File: config.mk
export PLATFORM = sky130hd
export DESIGN_NAME = div4_seq
export DESIGN_NICKNAME = d
export VERILOG_FILES = /design/src/rtl/div4_seq_pkg.sv /design/src/rtl/cla4.sv /design/src/rtl/div4_seq.sv
export SDC_FILE = /design/constraint.sdc
export NUM_CORES = 1
export LEC_CHECK = 0
export CAP_MARGIN = 5
export CORE_UTILIZATION = 35
export CTS_CLUSTER_SIZE = 40
export DETAILED_ROUTE_END_ITERATION = 10
export DONT_BUFFER_PORTS = 1
export HOLD_SLACK_MARGIN = 0.02
export PLACE_DENSITY = 0.54
export SETUP_SLACK_MARGIN = 0.15
export SKIP_LAST_GASP = 1
export SLEW_MARGIN = 10
export SYNTH_ARGS = -nofsm -noshare
export SYNTH_HDL_FRONTEND = slang
export SYNTH_SLANG_ARGS = --single-unit
File: constraint.sdc
create_clock -name clk -period 5.45 [get_ports clk]
set_clock_uncertainty 0.2 [all_clocks]
set_input_delay 0.8175 -clock clk [delete_from_list [all_inputs] [get_ports clk]]
set_output_delay 0.8175 -clock clk [all_outputs]
set_load 0.005 [all_outputs]
File: src/rtl/div4_seq_pkg.sv
// Shared definitions for the sequential arithmetic blocks: datapath width,
// iteration counter width and controller state encoding.
package div4_seq_pkg;

    localparam int DIV_W = 4;
    localparam int CNT_W = 2;

    typedef enum logic [1:0] {
        IDLE = 2'd0,
        RUN  = 2'd1,
        DONE = 2'd2
    } div_state_t;

endpackage

File: src/rtl/cla4.sv
// 4-bit carry-lookahead adder; used by div4_seq as its trial subtractor.
module cla4 (
    input  logic [3:0] a,
    input  logic [3:0] b,
    input  logic       cin,
    output logic [3:0] sum,
    output logic       cout
);

    logic [3:0] g_s;
    logic [3:0] p_s;
    logic [4:0] c_s;

    // generate/propagate terms and flattened lookahead carries
    always_comb begin
        g_s    = a & b;
        p_s    = a ^ b;
        c_s[0] = cin;
        c_s[1] = g_s[0] | (p_s[0] & cin);
        c_s[2] = g_s[1] | (p_s[1] & g_s[0]) | (p_s[1] & p_s[0] & cin);
        c_s[3] = g_s[2] | (p_s[2] & g_s[1]) | (p_s[2] & p_s[1] & g_s[0])
               | (p_s[2] & p_s[1] & p_s[0] & cin);
        c_s[4] = g_s[3] | (p_s[3] & g_s[2]) | (p_s[3] & p_s[2] & g_s[1])
               | (p_s[3] & p_s[2] & p_s[1] & g_s[0])
               | (p_s[3] & p_s[2] & p_s[1] & p_s[0] & cin);
        sum    = p_s ^ c_s[3:0];
        cout   = c_s[4];
    end

endmodule

File: src/rtl/div4_seq.sv
// Sequential 4-bit unsigned restoring divider: one quotient bit per clock,
// registered quotient/remainder and a one-cycle done pulse.
module div4_seq
    import div4_seq_pkg::*;
(
    input  logic             clk,
    input  logic             rst,
    input  logic             start,
    input  logic [DIV_W-1:0] dividend,
    input  logic [DIV_W-1:0] divisor,
    output logic             busy,
    output logic             done,
    output logic [DIV_W-1:0] quotient,
    output logic [DIV_W-1:0] remainder,
    output logic             div_by_zero
);

    div_state_t       state_r, next_s;
    logic [CNT_W-1:0] cnt_r;
    logic [DIV_W-1:0] a_r, q_r, m_r;
    logic             dz_r;
    logic             busy_r, done_r, div_by_zero_r;
    logic [DIV_W-1:0] quotient_r, remainder_r;

    logic             hi_s, c_s, qb_s;
    logic [DIV_W-1:0] t_s, d_s, a_nxt_s, q_nxt_s;

    // trial subtraction T - M as T + ~M + 1; carry out means no borrow
    cla4 u_sub (
        .a    (t_s),
        .b    (~m_r),
        .cin  (1'b1),
        .sum  (d_s),
        .cout (c_s)
    );

    // one restoring step; hi covers the 5th bit of the shifted remainder
    always_comb begin
        hi_s    = a_r[3];
        t_s     = {a_r[2:0], q_r[3]};
        qb_s    = hi_s | c_s;
        if (qb_s) begin
            a_nxt_s = d_s;
        end else begin
            a_nxt_s = t_s;
        end
        q_nxt_s = {q_r[2:0], qb_s};
    end

    // controller next-state
    always_comb begin
        next_s = state_r;
        case (state_r)
            IDLE: begin
                if (start) next_s = RUN;
                else       next_s = IDLE;
            end
            RUN: begin
                if (cnt_r == 2'd3) next_s = DONE;
                else               next_s = RUN;
            end
            DONE: begin
                if (start) next_s = RUN;
                else       next_s = IDLE;
            end
            default: next_s = IDLE;
        endcase
    end

    // state, datapath and registered outputs
    always_ff @(posedge clk) begin
        if (rst) begin
            state_r       <= IDLE;
            cnt_r         <= 2'd0;
            a_r           <= 4'd0;
            q_r           <= 4'd0;
            m_r           <= 4'd0;
            dz_r          <= 1'b0;
            busy_r        <= 1'b0;
            done_r        <= 1'b0;
            quotient_r    <= 4'd0;
            remainder_r   <= 4'd0;
            div_by_zero_r <= 1'b0;
        end else begin
            state_r <= next_s;
            busy_r  <= (next_s == RUN);
            done_r  <= (state_r == RUN) && (cnt_r == 2'd3);
            case (state_r)
                IDLE, DONE: begin
                    if (start) begin
                        a_r   <= 4'd0;
                        q_r   <= dividend;
                        m_r   <= divisor;
                        cnt_r <= 2'd0;
                        dz_r  <= (divisor == 4'd0);
                    end
                end
                RUN: begin
                    a_r   <= a_nxt_s;
                    q_r   <= q_nxt_s;
                    cnt_r <= cnt_r + 2'd1;
                    if (cnt_r == 2'd3) begin
                        quotient_r    <= q_nxt_s;
                        remainder_r   <= a_nxt_s;
                        div_by_zero_r <= dz_r;
                    end
                end
                default: begin
                    cnt_r <= 2'd0;
                end
            endcase
        end
    end

    assign busy        = busy_r;
    assign done        = done_r;
    assign quotient    = quotient_r;
    assign remainder   = remainder_r;
    assign div_by_zero = div_by_zero_r;

endmodule

==> flow_summary_export.csv <==
group,metric,value,unit
logic_synthesis,ys_types,33,
sta,finalSetupTns,0,ns
clock_network,htree_levels,1,
route,wirelength,2800,um
floorplan,die_x,62.09,um
route,dr.pass1.iters,6,
logic_synthesis,syn_inst,156,
sta,worst_pin_slew,0.7468,ns
final_layout,final_common_cell,"nand2_1",
place,dp_hpwl,2043,um
global_route,overflow,0,
clock_network,clk_pin_slew,0.17,ns
logic_synthesis,syn_avg_cell_area,8.101,sq um
clock_network,postCtsSetupBuffers,0,
global_route,antenna_found_initial,0,
final_layout,fin_nets,170,
route,vias,1039,
route,route.detailed.drc,0,
sta,hold_viol,0,
clock_network,cts_tree,"done",
sta,min_period,2.108,ns
clock_network,postCtsHoldBufs,0,
setup_path,worst_ep_arrival_time,2.14,ns
final_layout,drive_gt1_share,3.947,%
floorplan,coreArea,3390,sq um
setup_path,critPathKind,"flop to flop",
place,portBuffers,0,
floorplan,start_util,37.28,%
floorplan,ios,22,
logic_synthesis,yosysSeqAreaShare,42.77,%
sta,rsz0062_at_grt,"false",
floorplan,die-area,3855,sq um
clock_network,cts_buffer_depth,2,
global_route,grt_max_degree,31,
status,status,"completed",
place,placed_area,1290,sq um
setup_path,r2r_cells,6,
power,powerDensity,274.3,nW/um^2
setup_path,cpMostUsedCell,"a211oi_2",
final_layout,mostFrequentLayoutCells,"32 x nand2_1, 27 x dfxtp_1, 18 x nor2_1, 12 x a21oi_1, 6 x ha_1",
setup_path,critPathLaunchType,"flop",
floorplan,rows,21,
sta,post-route-period-util,38.69,%
clock_network,cts_resized,0,
final_layout,antennaDiodeCount,0,
logic_synthesis,yosys_warnings,0,
clock_network,numCtsBuffers,3,
clock_network,cts_root_buffer,"clkbuf_4",
route,drtIter0Drc,46,
route,via_per_inst,5.247,
sta,fmax,474.3,MHz
sta,max_slew_margin,50.11,%
setup_path,path_depth,6,
global_route,grt_pass1_wl,4284,um
setup_path,cp_slowest_cell,"a211oi_2",
power,p_leak,0.0004777,uW
final_layout,fill_cells,354,
floorplan,dieHeight,62.09,um
global_route,grt_pass1_vias,928,
setup_path,path_cells,"inv_1, ha_1, o21ai_1, a211oi_2, mux2i_1, a211oi_2",
setup_path,crit_buf_inv,1,
setup_path,crit_required,5.48,ns
final_layout,design_area,1320,sq um
place,gp_congestion,0.8411,
setup_path,critPathMaxStageDelay,0.47,ns
power,vdd_drop_max,0.1071,mV
logic_synthesis,synth-main-ff-cell,"dfxtp_1",
setup_path,critPathTopFamily,"compound AO/OA/AOI/OAI gates",
worst_hold_path,hold_depth,2,
clock_network,clock_sinks,27,
route,ant_nets,0,
logic_synthesis,ys_ff_latch,27,
setup_path,critPathMaxFanout,6,
global_route,grt_use_total,15.47,%
route,wl_per_cell,14.14,um
logic_synthesis,synth.cell_area,1264,sq um
logic_synthesis,synth.net_count,173,
clock_network,insertion_delay,0.34,ns
setup_path,worst_setup_path_end_kind,"flop",
worst_hold_path,hp-class,"flop to flop",
logic_synthesis,synth_edf_count,0,
final_layout,area_growth,4.456,%
job,maxCapViolCount,0,
logic_synthesis,async_flop_share,0,%
sta,setup_viol,0,
sta,slew_violations,0,
## tightest hold or removal path, delay by kind of cell (launching register included)
family	cells	cell delay, ns
simple gates	1	0.05
compound gates	1	0.05
flops	1	0.35
## layout make-up
| cell class | count | area (sq um) | area share, % |
|---|---|---|---|
| Multi-Input combinational cell | 116 | 673.1 | 51.00 |
| Sequential cell | 27 | 540.5 | 40.95 |
| Tap cell | 46 | 57.56 | 4.360 |
| Clock buffer | 3 | 22.52 | 1.706 |
| Inverter | 5 | 18.77 | 1.422 |
| Clock inverter | 1 | 7.507 | 0.5687 |
## synthesized netlist by cell type, drive strengths merged, types with 2 or more instances
cell type | n | area, sq um
a211o | 2 | 17.52
a211oi | 2 | 25.02
a21oi | 12 | 60.06
a311oi | 3 | 26.28
buf | 2 | 8.750
clkbuf | 6 | 22.52
dfxtp | 27 | 540.5
ha | 6 | 75.07
inv | 5 | 18.77
mux2i | 2 | 20.02
nand2 | 32 | 120.1
nand2b | 3 | 18.77
nand3 | 3 | 15.01
nand3b | 4 | 30.03
nor2 | 18 | 67.56
nor3 | 4 | 20.02
nor4 | 3 | 18.77
o21a | 4 | 30.03
o21ai | 3 | 15.01
o31ai | 3 | 22.52
## metrics by stage
step	hold slack [ns]	power [uW]	instances	util, %	setup slack, ns
2_1_floorplan	0.2321	265.0	156	-	3.582
3_3_place_gp	0.2352	272.9	194	38.06	3.260
3_5_place_dp	0.2489	274.5	194	38.06	3.228
4_1_cts	0.2727	365.1	198	38.94	3.353
5_1_grt	0.2886	379.1	198	38.94	3.210
6_report	0.2684	362.0	198	38.94	3.342
## flip-flops by register name, indices dropped and copies added (netlist names)
register / cells
busy: 1
state_r: 2
q_r: 4
dz_r: 1
m_r: 4
remainder: 4
div_by_zero: 1
cnt_r: 2
quotient: 4
a_r: 4
## path summary, 6_finish.rpt
kind	startpoint	to	slack (ns)
setup / recovery	q_r[3]$_SDFFE_PP0P_	remainder[1]$_SDFFE_PP0P_	3.34
hold / removal	m_r[3]$_SDFFE_PP0N_	m_r[3]$_SDFFE_PP0N_	0.27
setup reg to reg	q_r[3]$_SDFFE_PP0P_	remainder[1]$_SDFFE_PP0P_	3.34
hold reg to reg	m_r[3]$_SDFFE_PP0N_	m_r[3]$_SDFFE_PP0N_	0.27
## report_power, final
| part | total (uW) | switching [uW] | internal, uW |
|---|---|---|---|
| Combinational | 58.8 | 35.0 | 23.8 |
| Sequential | 211 | 5.80 | 205 |
| Clock | 92.0 | 63.9 | 28.1 |
## kinds of logic after synthesis
kind of cell             after synthesis  share of synthesized area, %
AND/OR/NAND/NOR                       75                         27.72
multiplexers                           2                         1.584
flip-flops                            27                         42.77
adder cells (fa/ha/maj)                6                         5.940
AO/OA/AOI/OAI                         32                         17.33
buffers and inverters                 13                         3.960
XOR/XNOR                               1                        0.6932
## routing by layer
metal  wire, um  global-route usage [%]  vias up
met5          0                       0        -
met4         19                   6.667        0
met3        114                   2.692        2
met2       1310                   23.71       18
met1       1356                   21.28      484
li1           -                       -      535
No activity file was read; power rests on OpenSTA's default activity.
